File: config.mk
export PLATFORM = sky130hd
export DESIGN_NAME = fetch_sequencer_flat
export DESIGN_NICKNAME = d
export VERILOG_FILES = /design/src/rtl/fetch_sequencer_if.sv /design/src/rtl/fetch_sequencer.sv /design/src/flat_wrapper.sv
export SDC_FILE = /design/constraint.sdc
export NUM_CORES = 1
export LEC_CHECK = 0
export CAP_MARGIN = 20
export CORE_UTILIZATION = 45
export DETAILED_ROUTE_END_ITERATION = 16
export PLACE_DENSITY = 0.8
export SYNTH_ARGS = -nofsm -noshare
export SYNTH_HDL_FRONTEND = slang
export SYNTH_SLANG_ARGS = --single-unit
File: constraint.sdc
create_clock -name CLK -period 2.1 [get_ports CLK]
set_input_delay 0.21 -clock CLK [delete_from_list [all_inputs] [get_ports CLK]]
set_output_delay 0.21 -clock CLK [all_outputs]
set_load 0.02 [all_outputs]
File: src/rtl/fetch_sequencer_if.sv
// Bundle between control decoder, fetch sequencer and instruction ROM.
// The master drives decode/condition inputs; the slave owns PC and status.
interface fetch_sequencer_if #(
    parameter int PC_W  = 10,
    parameter int CNT_W = 16
);
    logic             Start;
    logic             Stall;
    logic             Halt;
    logic             BranchEn;
    logic             Taken;
    logic             BranchRel;
    logic [7:0]       Offset;
    logic [PC_W-1:0]  Target;
    logic [PC_W-1:0]  PC;
    logic             FetchValid;
    logic             Flush;
    logic             Done;
    logic [CNT_W-1:0] CycleCnt;
    logic [CNT_W-1:0] InstCnt;

    modport master (
        output Start, Stall, Halt, BranchEn, Taken,
        output BranchRel, Offset, Target,
        input  PC, FetchValid, Flush, Done,
        input  CycleCnt, InstCnt
    );

    modport slave (
        input  Start, Stall, Halt, BranchEn, Taken,
        input  BranchRel, Offset, Target,
        output PC, FetchValid, Flush, Done,
        output CycleCnt, InstCnt
    );
endinterface

File: src/rtl/fetch_sequencer.sv
// Program counter and run/halt sequencer for the 9-bit-instruction core.
// Taken branches cost one FLUSH cycle; counters saturate.
module fetch_sequencer #(
    parameter int PC_W       = 10,
    parameter int START_ADDR = 0,
    parameter int CNT_W      = 16
) (
    input  logic             CLK,
    input  logic             Reset,
    fetch_sequencer_if.slave bus
);
    localparam logic [1:0] S_IDLE  = 2'd0;
    localparam logic [1:0] S_RUN   = 2'd1;
    localparam logic [1:0] S_FLUSH = 2'd2;
    localparam logic [1:0] S_DONE  = 2'd3;

    localparam logic [PC_W-1:0] START_PC = PC_W'(START_ADDR);

    logic [1:0]       state_q, state_d;
    logic [PC_W-1:0]  pc_q, pc_d;
    logic [CNT_W-1:0] cyc_q, cyc_d;
    logic [CNT_W-1:0] inst_q, inst_d;
    logic [PC_W-1:0]  off_ext;

    function automatic logic [CNT_W-1:0] sat_inc(input logic [CNT_W-1:0] v);
        return (&v) ? v : v + CNT_W'(1);
    endfunction

    assign off_ext = PC_W'($signed(bus.Offset));

    // Next-state, PC and counter selection by state and priority.
    always_comb begin
        state_d = state_q;
        pc_d    = pc_q;
        cyc_d   = cyc_q;
        inst_d  = inst_q;
        case (state_q)
            S_IDLE, S_DONE: begin
                if (bus.Start) begin
                    state_d = S_RUN;
                    pc_d    = START_PC;
                    cyc_d   = '0;
                    inst_d  = '0;
                end
            end
            S_RUN: begin
                cyc_d = sat_inc(cyc_q);
                if (bus.Stall) begin
                    pc_d = pc_q;
                end else if (bus.Halt) begin
                    inst_d  = sat_inc(inst_q);
                    state_d = S_DONE;
                end else if (bus.BranchEn && bus.Taken) begin
                    pc_d    = bus.BranchRel ? pc_q + off_ext : bus.Target;
                    inst_d  = sat_inc(inst_q);
                    state_d = S_FLUSH;
                end else begin
                    pc_d   = pc_q + PC_W'(1);
                    inst_d = sat_inc(inst_q);
                end
            end
            S_FLUSH: begin
                cyc_d = sat_inc(cyc_q);
                if (!bus.Stall) begin
                    state_d = S_RUN;
                end
            end
            default: state_d = S_IDLE;
        endcase
    end

    // State registers with synchronous reset that overrides everything.
    always_ff @(posedge CLK) begin
        if (Reset) begin
            state_q <= S_IDLE;
            pc_q    <= START_PC;
            cyc_q   <= '0;
            inst_q  <= '0;
        end else begin
            state_q <= state_d;
            pc_q    <= pc_d;
            cyc_q   <= cyc_d;
            inst_q  <= inst_d;
        end
    end

    assign bus.PC         = pc_q;
    assign bus.FetchValid = (state_q == S_RUN) || (state_q == S_FLUSH);
    assign bus.Flush      = (state_q == S_FLUSH);
    assign bus.Done       = (state_q == S_DONE);
    assign bus.CycleCnt   = cyc_q;
    assign bus.InstCnt    = inst_q;
endmodule

File: src/flat_wrapper.sv
// flat-port wrapper written by rule: the top's interface ports become plain ports
module fetch_sequencer_flat 
#(
    parameter int PC_W       = 10,
    parameter int START_ADDR = 0,
    parameter int CNT_W      = 16
)
  (CLK, Reset, bus_Start, bus_Stall, bus_Halt, bus_BranchEn, bus_Taken, bus_BranchRel, bus_Offset, bus_Target, bus_PC, bus_FetchValid, bus_Flush, bus_Done, bus_CycleCnt, bus_InstCnt);
  fetch_sequencer_if #(.PC_W(PC_W), .CNT_W(CNT_W)) bus_i ();
  input  logic CLK;
  input  logic Reset;
  input wire logic [$bits(bus_i.Start)-1:0] bus_Start;
  input wire logic [$bits(bus_i.Stall)-1:0] bus_Stall;
  input wire logic [$bits(bus_i.Halt)-1:0] bus_Halt;
  input wire logic [$bits(bus_i.BranchEn)-1:0] bus_BranchEn;
  input wire logic [$bits(bus_i.Taken)-1:0] bus_Taken;
  input wire logic [$bits(bus_i.BranchRel)-1:0] bus_BranchRel;
  input wire logic [$bits(bus_i.Offset)-1:0] bus_Offset;
  input wire logic [$bits(bus_i.Target)-1:0] bus_Target;
  output wire logic [$bits(bus_i.PC)-1:0] bus_PC;
  output wire logic [$bits(bus_i.FetchValid)-1:0] bus_FetchValid;
  output wire logic [$bits(bus_i.Flush)-1:0] bus_Flush;
  output wire logic [$bits(bus_i.Done)-1:0] bus_Done;
  output wire logic [$bits(bus_i.CycleCnt)-1:0] bus_CycleCnt;
  output wire logic [$bits(bus_i.InstCnt)-1:0] bus_InstCnt;
  assign bus_i.Start = bus_Start;
  assign bus_i.Stall = bus_Stall;
  assign bus_i.Halt = bus_Halt;
  assign bus_i.BranchEn = bus_BranchEn;
  assign bus_i.Taken = bus_Taken;
  assign bus_i.BranchRel = bus_BranchRel;
  assign bus_i.Offset = bus_Offset;
  assign bus_i.Target = bus_Target;
  assign bus_PC = bus_i.PC;
  assign bus_FetchValid = bus_i.FetchValid;
  assign bus_Flush = bus_i.Flush;
  assign bus_Done = bus_i.Done;
  assign bus_CycleCnt = bus_i.CycleCnt;
  assign bus_InstCnt = bus_i.InstCnt;
  fetch_sequencer #(.PC_W(PC_W), .START_ADDR(START_ADDR), .CNT_W(CNT_W)) u_core (.CLK(CLK), .Reset(Reset), .bus(bus_i));
endmodule
==> results of run 1 <==
==> final timing paths <==
path / from / to / slack, ps / depth (start not counted)
setup reg to reg: u_core.bus.PC[4]$_SDFFE_PP0P_ / u_core.bus.PC[9]$_SDFFE_PP0P_ / -10 / 7
setup / recovery: u_core.bus.PC[4]$_SDFFE_PP0P_ / u_core.bus.PC[9]$_SDFFE_PP0P_ / -10 / 7
hold / removal: u_core.bus.InstCnt[3]$_SDFFE_PP0P_ / u_core.bus.InstCnt[3]$_SDFFE_PP0P_ / 540 / 2
hold reg to reg: u_core.bus.InstCnt[3]$_SDFFE_PP0P_ / u_core.bus.InstCnt[3]$_SDFFE_PP0P_ / 540 / 2
==> power groups by stage <==
| stage | logic (W) | clock network [W] | registers, W |
|---|---|---|---|
| 2_1_floorplan | 0.000387 | 0 | 0.000952 |
| 3_3_place_gp | 0.000687 | 0 | 0.000924 |
| 3_5_place_dp | 0.000711 | 0 | 0.000927 |
| 4_1_cts | 0.000719 | 0.000659 | 0.000908 |
| 5_1_grt | 0.000832 | 0.000682 | 0.000917 |
| 6_report | 0.000766 | 0.000649 | 0.000912 |
==> kinds of logic after synthesis <==
kind of cell             Yosys count
adder cells (fa/ha/maj)           16
AND/OR/NAND/NOR                  150
XOR/XNOR                          26
multiplexers                       6
flip-flops                        44
buffers and inverters             22
AO/OA/AOI/OAI                     85
==> registers in the layout, summed over array words and instances (netlist names) <==
| signal | flops |
|---|---|
| u_core.bus.InstCnt | 16 |
| u_core.bus.CycleCnt | 16 |
| u_core.bus.PC | 10 |
| u_core.state_q | 2 |
==> worst reg2reg max path: cells and delay by family (launching register included) <==
family,cells,cell delay [ps]
simple gates,2,710
fa+ha+maj,1,340
compound gates,4,600
flops,1,340
==> through the flow <==
stage | cell area (um2) | setup slack [ps] | cells | setup TNS [ps] | util, %
after floorplan | 2883 | -117.4 | 349 | -117.4 | -
after global placement | 3945 | -391.3 | 529 | -1116 | 65.09
after detailed placement | 3945 | -487.9 | 529 | -1744 | 65.09
after CTS | 4118 | -31.46 | 540 | -31.46 | 67.94
after global routing | 4278 | -104.1 | 540 | -177.6 | 70.58
final | 4278 | -10.13 | 540 | -10.13 | 70.58
==> per-layer routing <==
layer  part of all wire (%)  routed length (um)  global-route usage [%]  up-vias
met5                      0                   0                       0        -
met4                    1.9                 157                   7.719        0
met3                    5.1                 415                   3.889       17
met2                     50                4082                   41.49       85
met1                     43                3522                   29.90     1443
li1                       -                   -                       -     1504
==> placed cells by master, fill, tap and decap left out, types with 13 or more instances in the layout <==
| cell type | n |
|---|---|
| sky130_fd_sc_hd__dfxtp_1 | 38 |
| sky130_fd_sc_hd__nand3_1 | 14 |
| sky130_fd_sc_hd__xnor2_1 | 19 |
| sky130_fd_sc_hd__buf_4 | 44 |
| sky130_fd_sc_hd__inv_1 | 13 |
| sky130_fd_sc_hd__a21oi_1 | 21 |
| sky130_fd_sc_hd__clkdlybuf4s50_1 | 67 |
| sky130_fd_sc_hd__o21ai_0 | 14 |
| sky130_fd_sc_hd__nand2_1 | 27 |
| sky130_fd_sc_hd__nor2_1 | 42 |
==> synth_stat cells (all sizes together), types with 4 or more instances <==
library cell,count,area share [%]
a211oi,7,2.8
a21o,4,1.0
a21oi,23,4.1
a22oi,4,1.0
and4,4,1.2
clkbuf,5,1.0
dfxtp,44,31
ha,15,6.5
inv,13,1.7
mux2i,6,2.1
nand2,27,3.5
nand2b,5,1.1
nand3,15,2.6
nand4,7,1.5
nor2,43,5.6
nor2b,5,1.2
nor3,14,3.0
nor4,7,1.7
o21ai,16,2.8
or3,6,1.5
xnor2,19,5.8
xor2,7,2.1
==> timing repair <==
action,CTS,global route
resized for setup,10,29
pin swaps,4,17
setup buffers,3,0
setup endpoints to repair,3,28
==> cell type report <==
cell class	instances	area [um2]	share of cell area [%]
Multi-Input combinational cell	283	2082	48.67
Timing Repair Buffer	116	1054	24.63
Sequential cell	44	888.4	20.77
Tap cell	75	93.84	2.194
Clock buffer	6	72.57	1.696
Inverter	14	52.55	1.228
Clock inverter	2	35.03	0.8190
==> summary.md, run 1 <==
| Metric | Value |
|---|---|
| Status | `finished with violations` |
| Violated checks | `setup timing` |
| Via density per instance | `5.646` |
| Highest attainable clock frequency | `0.4739 GHz` |
| Total gr overflow | `0` |
| Global-route wire length before repair | `12400 um` |
| Count of endpoints failing setup in the final report | `1` |
| Count of inserted antenna diode cells | `0` |
| Ys flop type | `sky130_fd_sc_hd__dfxtp_1` |
| Global placement routability congestion | `0.8783` |
| Total CTS buffers | `5` |
| Buf/Inv on CP | `0` |
| Highest-delay cell along the critical path | `sky130_fd_sc_hd__or4_4` |
| H-tree depth | `2` |
| Clock transition time at the flip-flop clock pins of the worst setup and hold paths | `80 ps` |
| Worst path max stage delay | `490 ps` |
| IO buf count | `70` |
| Total I/O pin count | `71` |
| Root buf cell | `sky130_fd_sc_hd__clkbuf_8` |
| Worst setup slack after layout | `-10.13 ps` |
| Clk buf depth | `2` |
| DPL Wire Length | `6125 um` |
| Library cells used by synthesis | `66` |
| Clock network fraction of total power | `27.9%` |
| Power share of the combinational group | `32.9%` |
| Switching share of power | `31.98%` |
| Category of the critical setup timing path | `reg -> reg` |
| Starting density of the core | `47.48%` |
| Initial antenna violation count | `0` |
| Number of warnings printed during yosys synthesis | `0` |
| # Max-Cap Violations | `0` |
| Internal power consumption | `0.001583 W` |
| Average cell area after synthesis | `8.246 um2` |
| Family with the most delay on the worst path | `simple AND/OR/NAND/NOR gates` |
| Sequential share of power | `39.2%` |
| Post-route DRC | `0` |
| Clock Sinks | `44` |
| Core box area | `0.006061 mm2` |
| P_sw | `0.0007440 W` |
| Compound-gate portion of the synthesized area | `20.70%` |
| Post-synthesis share of cell area spent on and, or, nand and nor gates | `27.74%` |
| Sequential area share after synthesis | `30.61%` |
| NumNets Final | `506` |
| Fraction of final layout cells with drive strength greater than 1 | `21.08%` |
| Routed via count | `3049` |
| Number of flops mapped to enable cells by yosys | `0` |
| Post-layout total power | `0.002326 W` |
| Area share of fa/ha/maj cells after synthesis | `7.217%` |
| CP required | `2300 ps` |
| First-pass detailed-route iteration total | `6` |
| Main combinational cell family by area after synthesis | `simple AND/OR/NAND/NOR gates` |
| DRC violation total after the first TritonRoute iteration | `150` |
| Via count of the first global-routing pass | `2774` |
| Total wire length | `8177 um` |
| Die height | `81.97 um` |
| Class of the most critical hold timing path | `reg -> reg` |
| Crit path arrival time | `2310 ps` |
| Die Width | `81.97 um` |
| Hold buffer count at cts | `0` |
| Routed WL per cell | `15.14 um` |
| Ys async rst share | `0%` |
| Setup Skew | `5.077 ps` |
| Final worst hold slack | `538.8 ps` |
| Clock latency on the worst-skew pair | `300 ps` |
| Number of rows in the core area | `28` |
| Worst-path fanout max | `3` |
| Die area | `0.006719 mm2` |
| Critical path startpoint category | `register` |
| Clock period minus final worst setup slack | `2110 ps` |
| Filler cell count | `478` |
| Relative slew slack | `63.71%` |
| Leakage power figure | `1.570 nW` |
| Total Routing Usage GR | `23.92%` |
| Cell area after synthesis | `0.002878 mm2` |
| Maximum number of pins on one net before global-route repair | `17` |
| Max-slew violations | `0` |
| Area overhead of the layout relative to synthesis | `48.65%` |
| Mux contribution to synthesized area | `2.087%` |
| Nature of the critical path endpoint | `register` |
| Peak VDD IR | `0.0005221 V` |
| Post-synthesis xor/xnor area fraction | `7.913%` |
| Final hold vios | `0` |
| Syn nets | `391` |
| Register bit total from synthesis | `44` |
| Power density normalized to cell area | `543.8 mW/mm2` |
| Final cycle utilization of the critical path | `100.5%` |
| Measured slew at the worst slew-check pin | `543.0 ps` |
| Number of instances in the synthesized netlist | `349` |
| RSZ-0062 raised after global routing | `true` |
| Crit-path cells | `ha_1, a21oi_2, o211ai_2, and4b_1, or4_4, a211oi_2, o2bb2ai_1` |
| Count of nets left with antenna violations after detail routing | `0` |
| TritonCTS clock tree | `built` |
No activity file was read; power rests on OpenSTA's default activity.
==> run 2, diff against run 1 <==
Settings changed: CORE_MARGIN set to 3.
==> summary.md, run 2 (synthesis results as in run 1) <==
| Metric | Value |
|---|---|
| Status | `finished with violations` |
| Violated checks | `setup timing` |
| Clock Sinks | `44 (unchanged)` |
| TritonCTS clock tree | `built` |
| Worst-path fanout max | `6 (+3)` |
| CP required | `2340 ps (+40 ps)` |
| Dpl cell area | `0.003953 mm2 (+0.19%)` |
| Final hold vios | `0 (unchanged)` |
| Peak VDD IR | `0.0003665 V (-30%)` |
| Hold buffer count at cts | `0 (unchanged)` |
| Routed WL per cell | `15.47 um (+2.2%)` |
| Count of nets left with antenna violations after detail routing | `0 (unchanged)` |
| Total CTS buffers | `5 (unchanged)` |
| Measured slew at the worst slew-check pin | `589.0 ps (+45.98 ps)` |
| Highest attainable clock frequency | `0.4707 GHz (-0.67%)` |
| Core box area | `0.006061 mm2 (unchanged)` |
| Initial antenna violation count | `0 (unchanged)` |
| Total I/O pin count | `71 (unchanged)` |
| Clock transition time at the flip-flop clock pins of the worst setup and hold paths | `90 ps (about the same)` |
| Critical path startpoint category | `register` |
| First-pass detailed-route iteration total | `5 (-1)` |
| Final cycle utilization of the critical path | `101.2% (+0.68 points)` |
| DRC violation total after the first TritonRoute iteration | `165 (+10%)` |
| H-tree depth | `2 (unchanged)` |
| Routed via count | `3058 (+0.30%)` |
| Root buf cell | `sky130_fd_sc_hd__clkbuf_8` |
| Leakage power figure | `1.562 nW (-0.54%)` |
| Total wire length | `8370 um (+2.4%)` |
| Utilization of the core after routing | `70.77% (+0.19 points)` |
| Via density per instance | `5.652 (+0.11%)` |
| RSZ-0062 raised after global routing | `true` |
| Most frequent cells in the layout | `sky130_fd_sc_hd__clkdlybuf4s50_1 (66), sky130_fd_sc_hd__buf_4 (47), sky130_fd_sc_hd__nor2_1 (42)` |
| # Max-Cap Violations | `0 (unchanged)` |
| Count of endpoints failing setup in the final report | `1 (unchanged)` |
| Power density normalized to cell area | `544.1 mW/mm2 (about the same)` |
| Die area | `0.007391 mm2 (+10%)` |
| Total gr overflow | `0 (unchanged)` |
| Setup Skew | `6.590 ps (+1.513 ps)` |
| Max-slew violations | `0 (unchanged)` |
| Global placement routability congestion | `0.8557 (-2.6%)` |
| Category of the critical setup timing path | `reg -> reg` |
| Die height | `85.97 um (+4.9%)` |
| Filler cell count | `464 (-2.9%)` |
| Clock period minus final worst setup slack | `2124 ps (+14.29 ps)` |
| Class of the most critical hold timing path | `reg -> reg` |
| Setup slack after placement | `-443.7 ps (+44.24 ps)` |
| Post-route non-filler standard cell count | `541 (+0.19%)` |
| Global-route wire length before repair | `13090 um (+5.6%)` |
| Count of inserted antenna diode cells | `0 (unchanged)` |
| Via count of the first global-routing pass | `2915 (+5.1%)` |
| Clk buf depth | `2 (unchanged)` |
| Post-layout total power | `0.002334 W (+0.31%)` |
| Post-route DRC | `0 (unchanged)` |
| DPL Wire Length | `6185 um (+0.98%)` |
| Fraction of final layout cells with drive strength greater than 1 | `21.89% (+0.81 points)` |
| Die Width | `85.97 um (+4.9%)` |
| Final design area excluding fillers | `0.004289 mm2 (+0.26%)` |
| Crit path arrival time | `2370 ps (+60 ps)` |
| Starting density of the core | `47.48% (unchanged)` |
| IO buf count | `70 (unchanged)` |
| Most common cell after layout, fill and taps aside | `sky130_fd_sc_hd__clkdlybuf4s50_1` |
| FF-to-FF setup slack | `-20 ps (about the same)` |
| Maximum number of pins on one net before global-route repair | `17 (unchanged)` |
| Area overhead of the layout relative to synthesis | `49.04%` |
| Relative slew slack | `60.64% (-3.1 points)` |
| Total Routing Usage GR | `21.57% (-2.3 points)` |
| NumNets Final | `507 (+0.20%)` |
| Placed cell count | `530 (+0.19%)` |
| Nature of the critical path endpoint | `register` |
| Number of rows in the core area | `28 (unchanged)` |
| Clock latency on the worst-skew pair | `300 ps (about the same)` |
| Worst setup slack after layout | `-24.42 ps (-14.29 ps)` |
-- run 2: changes by cell type in the layout (fill, tap and decap cells not counted), moves of 2 or more --
cell	change
sky130_fd_sc_hd__a211oi_2	-2
sky130_fd_sc_hd__nor2b_4	-2
sky130_fd_sc_hd__nor2b_2	+3
sky130_fd_sc_hd__dlymetal6s2s_1	+2
sky130_fd_sc_hd__a211oi_1	+2
sky130_fd_sc_hd__nor4_2	+4
sky130_fd_sc_hd__nor4_1	-4
sky130_fd_sc_hd__buf_6	-2
sky130_fd_sc_hd__buf_4	+3
-- run 2: timing repair --
item                                    in CTS  in global routing
resized for setup                            4                 32
endpoints found under the setup margin       4                 19
setup buffers                                0                  3
pin swaps                                    3                 25
gates cloned                                 0                  0
-- run 2: final cells by class --
class | instances | area, um2 | area share, %
Timing Repair Buffer | 117 | 1060 | 24.71
Inverter | 14 | 52.55 | 1.225
Clock inverter | 3 | 46.29 | 1.079
Sequential cell | 44 | 892.1 | 20.80
Tap cell | 75 | 93.84 | 2.188
Clock buffer | 5 | 68.82 | 1.604
Multi-Input combinational cell | 283 | 2076 | 48.40
-- run 2: where the power goes --
group | internal [W] | leakage (nW) | switching, W
registers | 0.000868 | 0.359 | 0.0000432
clock network | 0.000359 | 0.0548 | 0.000315
logic | 0.000356 | 1.15 | 0.000393
-- run 2: worst max-delay path: stages (launching register included) --
cell	delay (ps)
sky130_fd_sc_hd__dfxtp_2	360
sky130_fd_sc_hd__buf_4	150
sky130_fd_sc_hd__inv_1	60
sky130_fd_sc_hd__fa_2	390
sky130_fd_sc_hd__nor2b_2	150
sky130_fd_sc_hd__o2111ai_2	200
sky130_fd_sc_hd__and3b_1	220
sky130_fd_sc_hd__o31a_1	230
sky130_fd_sc_hd__a211oi_1	190
sky130_fd_sc_hd__a21o_1	120
-- run 2: metrics by stage --
stage / hold WS, ps / TNS, ps
after global routing: 568.4 / -487.0
after CTS: 521.8 / -118.8
final: 523.2 / -24.42
after detailed placement: 505.8 / -1649
after floorplan: 288.5 / -117.4
after global placement: 487.2 / -1144
-- run 2: final timing paths --
kind	startpoint	endpoint	cells after the start
setup / recovery	u_core.bus.PC[1]$_SDFFE_PP0P_	u_core.bus.PC[6]$_SDFFE_PP0P_	9
hold / removal	u_core.bus.CycleCnt[9]$_SDFFE_PP0P_	u_core.bus.CycleCnt[9]$_SDFFE_PP0P_	2
setup reg to reg	u_core.bus.PC[1]$_SDFFE_PP0P_	u_core.bus.PC[6]$_SDFFE_PP0P_	9
hold reg to reg	u_core.bus.CycleCnt[9]$_SDFFE_PP0P_	u_core.bus.CycleCnt[9]$_SDFFE_PP0P_	2
-- run 2: layer usage --
layer | wire length (um) | vias to the layer above | global-route usage [%]
li1 | - | 1502 | -
met1 | 3514 | 1448 | 26.24
met2 | 4321 | 91 | 39.10
met3 | 389 | 17 | 3.170
met4 | 145 | 0 | 6.187
met5 | 0 | - | 0
